`src/rtl/ctrl_pkg.sv`:
```
// ctrl_pkg: state encodings shared by the sequencer and the output decode stage
package ctrl_pkg;
  typedef enum logic [2:0] {
    S1 = 3'b000,
    S2 = 3'b001,
    S3 = 3'b010,
    S4 = 3'b011,
    S5 = 3'b100,
    S6 = 3'b101,
    S7 = 3'b110,
    S8 = 3'b111
  } state_t;
endpackage

```
`src/rtl/ctrl_tap_cnt.sv`:
```
// ctrl_tap_cnt: MAC tap counter with clear, enable and terminal flag
// Ports: clk, rst_n (async active-low), clr (priority over en), en, len (vector length),
//        cnt (current index), term (cnt == len-1)
module ctrl_tap_cnt #(
  parameter int LEN_W = 8
) (
  input  logic             clk,
  input  logic             rst_n,
  input  logic             clr,
  input  logic             en,
  input  logic [LEN_W-1:0] len,
  output logic [LEN_W-1:0] cnt,
  output logic             term
);
  assign term = cnt == len - 1'b1;
  always_ff @(posedge clk or negedge rst_n)
    if (!rst_n) cnt <= '0;
    else cnt <= clr ? '0 : en ? cnt + 1'b1 : cnt;
endmodule

```
`src/rtl/ctrl_fsm.sv`:
```
// ctrl_fsm: sample-rate-converter sequencer walking the allocation list per input strobe
// Ports: clk, rst_n (async active-low), in_strobe (new sample pulse), vec_len/list_end
//        (entry at pc, sampled on S1->S2), fsm_state (3-bit code), tap_cnt (S3 index),
//        busy (pass in progress), overrun (dropped strobe pulse)
module ctrl_fsm
  import ctrl_pkg::*;
#(
  parameter int LEN_W = 8
) (
  input  logic             clk,
  input  logic             rst_n,
  input  logic             in_strobe,
  input  logic [LEN_W-1:0] vec_len,
  input  logic             list_end,
  output logic [2:0]       fsm_state,
  output logic [LEN_W-1:0] tap_cnt,
  output logic             busy,
  output logic             overrun
);
  state_t state, state_d;
  logic run, run_d, pending, pending_d, end_q, end_d, ovr_d, term;
  logic [LEN_W-1:0] len_q, len_d;
  ctrl_tap_cnt #(.LEN_W(LEN_W)) u_tap (
    .clk  (clk),
    .rst_n(rst_n),
    .clr  (state != S3 || term),
    .en   (state == S3),
    .len  (len_q),
    .cnt  (tap_cnt),
    .term (term)
  );
  always_ff @(posedge clk or negedge rst_n)
    if (!rst_n) begin
      state   <= S1;
      run     <= 1'b0;
      pending <= 1'b0;
      end_q   <= 1'b0;
      len_q   <= '0;
      overrun <= 1'b0;
    end else begin
      state   <= state_d;
      run     <= run_d;
      pending <= pending_d;
      end_q   <= end_d;
      len_q   <= len_d;
      overrun <= ovr_d;
    end
  always_comb begin
    state_d   = state;
    run_d     = run;
    pending_d = pending;
    end_d     = end_q;
    len_d     = len_q;
    ovr_d     = 1'b0;
    case (state)
      S1: if (run) begin
        state_d = S2;
        len_d   = vec_len == '0 ? LEN_W'(1) : vec_len;
        end_d   = list_end;
      end else if (in_strobe || pending) begin
        // a strobe arriving while a buffered one is consumed stays buffered
        state_d   = S7;
        run_d     = 1'b1;
        pending_d = pending && in_strobe;
      end
      S7: state_d = S1;
      S2: state_d = S3;
      S3: state_d = term ? S4 : S3;
      S4: state_d = S5;
      S5: state_d = S8;
      S8: state_d = end_q ? S6 : S1;
      S6: begin
        state_d = S1;
        run_d   = 1'b0;
      end
      default: state_d = S1;
    endcase
    if (run && in_strobe) begin
      ovr_d     = pending;
      pending_d = 1'b1;
    end
  end
  assign fsm_state = state;
  assign busy      = run;
endmodule
```
`config.mk`:
```
export PLATFORM = sky130hd
export DESIGN_NAME = ctrl_fsm
export DESIGN_NICKNAME = d
export VERILOG_FILES = /design/src/rtl/ctrl_pkg.sv /design/src/rtl/ctrl_tap_cnt.sv /design/src/rtl/ctrl_fsm.sv
export SDC_FILE = /design/constraint.sdc
export NUM_CORES = 1
export LEC_CHECK = 0
export ABC_AREA = 1
export ABC_CLOCK_PERIOD_IN_PS = 4200
export BUFFER_PORTS_ARGS = -buffer_cell sky130_fd_sc_hd__buf_2
export CORE_AREA = 3 3 66 68
export CTS_CLUSTER_DIAMETER = 40
export DETAILED_ROUTE_END_ITERATION = 7
export DIE_AREA = 0 0 69 71
export GPL_TIMING_DRIVEN = 0
export HOLD_SLACK_MARGIN = 0.08
export MAX_ROUTING_LAYER = met4
export PLACE_DENSITY = 0.56
export SLEW_MARGIN = 20
export SYNTH_ARGS = -nofsm -noshare
export SYNTH_HDL_FRONTEND = slang
export SYNTH_SLANG_ARGS = --single-unit
```
`constraint.sdc`:
```
create_clock -name clk -period 4.2 [get_ports clk]
set_clock_uncertainty 0.15 [all_clocks]
set_input_delay 0.42 -clock clk [delete_from_list [all_inputs] [get_ports clk]]
set_output_delay 0.42 -clock clk [all_outputs]
set_load 0.02 [all_outputs]
```
==> impl_metrics.env <==
export IMPL_netlist_instances=177
export IMPL_die_y_um=71
export IMPL_status="completed"
export IMPL_postCtsHoldBufs=1
export IMPL_p_per_area_mw_per_mm2=659
export IMPL_track_usage=0.133
export IMPL_yosysMostFrequentCell="nand2_1"
export IMPL_gp_congestion=0.822
export IMPL_synthTopCellsByCount="nand2_1, inv_1, dfrtp_1"
export IMPL_irDropWorstVdd_uv=291
export IMPL_power_internal_mw=0.550
export IMPL_remaining_drc_errors=0
export IMPL_seq_area_um2=576
export IMPL_routedWlPerCell_um=10.9
export IMPL_yosys_warnings=0
export IMPL_clk_latency_ns=0.26
export IMPL_finalCritPeriodShare=0.446
export IMPL_htreeDepth=1
export IMPL_vias=1166
export IMPL_antenna_cells=0
export IMPL_cts_buffers=3
export IMPL_cts_sinks=23
export IMPL_syn_area_mm2=0.00134
export IMPL_ys_seq_area_frac=0.431
export IMPL_max_freq_mhz=534
export IMPL_critPathKind="flip-flop to flip-flop"
export IMPL_mappedNetlistNets=191
export IMPL_dieArea_mm2=0.00490
export IMPL_p_switching_mw=0.487
export IMPL_ant_nets=0
export IMPL_yosysTopAreaCell="dfrtp_1"
export IMPL_die_w_um=69
export IMPL_via_per_inst=4.55
export IMPL_multi_input_area_um2=654
export IMPL_cts_tree="done"
export IMPL_critical_path_arrival_ns=1.87
export IMPL_finalSetupTns_ns=0
export IMPL_grt_remaining_overflow=0
export IMPL_clkPwrFrac=0.134
export IMPL_ctsRootBufferMaster="clkbuf_8"
export IMPL_ys_flop_type="dfrtp_1"
export IMPL_synthArstFlopShare=1.00
export IMPL_max_clock_path_buffers=2
export IMPL_fill_cells=439
export IMPL_nets=221
export IMPL_io_pins=25
export IMPL_first_global_vias=1182
export IMPL_core_mm2=0.00391
export IMPL_critPathCaptureType="flip-flop"
export IMPL_finalSetupViolations=0
export IMPL_grt_pass1_wl_mm=5.23
export IMPL_drive_gt1_frac=0.233
export IMPL_synth_avg_cell_area_um2=7.55
export IMPL_synth_top_area_share=0.431
export IMPL_synthDistinctLibCells=25
export IMPL_min_path_type="input port to flip-flop"
export IMPL_grt_start_max_net_pins=24
export IMPL_p_comb_frac=0.504
export IMPL_cts_setup_buffers=0
export IMPL_initialDrtViolationCount=56
export IMPL_first_pass_iters=4
export IMPL_area_growth_pct=17.8
export IMPL_path_clk_slew_ns=0.08
export IMPL_cts_resized=0
export IMPL_final_hold_violation_count=0
export IMPL_synth_area_leaders="dfrtp_1, nand2_1, inv_1, o21ai_0, nor2_2"
export IMPL_rows=23
export IMPL_cp_start_kind="flip-flop"
export IMPL_cp_max_fo=8
export IMPL_p_leak_nw=0.766
export IMPL_grt_antenna_before_repair=0
export IMPL_rsz0062_at_grt="no"
export IMPL_swShare=0.470
export IMPL_maxSlewViolCount=0
export IMPL_synth_edf_count=0
export IMPL_max_cap_viol_count=0
export IMPL_start_util=0.341
export IMPL_fin_util=0.402
export IMPL_min_period_ns=1.87
export IMPL_wl_mm=2.79
export IMPL_crit_required_ns=4.20
export IMPL_seqPwrFrac=0.362
export IMPL_worst_slew_pin_transition_ns=0.522
export IMPL_dp_hpwl_mm=2.24
export IMPL_relSlewSlack=0.652
export IMPL_ys_ff_latch=23
export IMPL_io_buffers=24
## routing by layer
metal / GRT usage / vias to the layer above / wire length [µm]
met1: 0.168 / 532 / 1330
met2: 0.228 / 15 / 1350
li1: - / 617 / -
met4: 0.0130 / 0 / 10
met3: 0.0298 / 2 / 97
met5: - / - / 0
## cells in the final DEF, fill, tap and decap left out
| cell | instances |
|---|---|
| nor2_1 | 12 |
| o21ai_1 | 3 |
| clkinv_1 | 1 |
| clkbuf_1 | 1 |
| xnor2_1 | 3 |
| inv_2 | 2 |
| nand4_1 | 1 |
| clkbuf_8 | 3 |
| dfrtp_1 | 23 |
| nor2_4 | 1 |
| nand2_2 | 3 |
| dlygate4sd3_1 | 1 |
| nor4_1 | 2 |
| o31ai_1 | 1 |
| nand3_2 | 1 |
| inv_1 | 24 |
| a21oi_1 | 2 |
| buf_2 | 25 |
| o21ai_0 | 15 |
| o2111a_1 | 1 |
| xor2_2 | 1 |
| nand2_4 | 1 |
| nand3_1 | 12 |
| nand2_1 | 46 |
| ha_1 | 2 |
| nor2_2 | 11 |
| nor3_1 | 5 |
| xor2_1 | 3 |
## layout make-up
class / count / area share
buffer: 1 / 0.00318
clock buffer: 4 / 0.0286
inverter: 27 / 0.0644
multi-input combinational: 126 / 0.416
sequential: 23 / 0.366
tap: 50 / 0.0397
timing repair buffer: 25 / 0.0827
## worst max-delay path, stage by stage (launching register included)
cell,delay [ns]
dfrtp_1,0.43
inv_2,0.08
ha_1,0.33
xor2_2,0.12
nand3_1,0.07
nor2_1,0.13
nand2_1,0.08
nor2_2,0.11
nand2_2,0.07
nand2_4,0.13
nor2_2,0.04
## power by group through the flow
| stage | sequential, mW | clock, mW | combinational, mW |
|---|---|---|---|
| 5_1_grt | 0.390 | 0.155 | 0.616 |
| 3_5_place_dp | 0.380 | 0 | 0.532 |
| 3_3_place_gp | 0.381 | 0 | 0.524 |
| 2_1_floorplan | 0.399 | 0 | 0.378 |
| 4_1_cts | 0.377 | 0.144 | 0.533 |
| 6_report | 0.376 | 0.139 | 0.523 |
## logic make-up (layout without fill, tap and decap cells)
logic type | count (synthesis) | after routing | synth area share
adder cells (fa/ha/maj) | 2 | 2 | 0.0187
AND/OR/NAND/NOR | 95 | 95 | 0.331
XOR/XNOR | 7 | 7 | 0.0515
flip-flops | 23 | 23 | 0.431
buffers and inverters | 28 | 57 | 0.0796
AO/OA/AOI/OAI | 22 | 22 | 0.0889
## path summary, 6_finish.rpt
kind	startpoint	end	slack, ns	cells after the start
setup / recovery	len_q[0]	u_tap.cnt[7]	2.33	10
hold / removal	list_end	end_q	0.21	3
setup reg to reg	len_q[0]	u_tap.cnt[7]	2.33	10
hold reg to reg	pending	overrun	0.39	2
max in group asynchronous	rst_n	busy	3.04	2
min in group asynchronous	rst_n	len_q[1]	0.50	2
## stage by stage
step,setup slack (ns),hold slack (ns),total power [mW],instances,cell area (µm²)
floorplan,2.50,-0.0256,0.777,177,1340
global placement,2.32,0.280,0.905,251,1520
detailed placement,2.31,0.285,0.912,251,1520
CTS,2.29,0.211,1.05,256,1570
global route,2.13,0.226,1.16,256,1570
finish,2.33,0.213,1.04,256,1570
## sequential cells by signal (all words and copies together), names as in the netlist
name	count
busy	1
end_q	1
fsm_state	3
len_q	8
overrun	1
pending	1
u_tap.cnt	8
(Power assumes the default switching activity.)
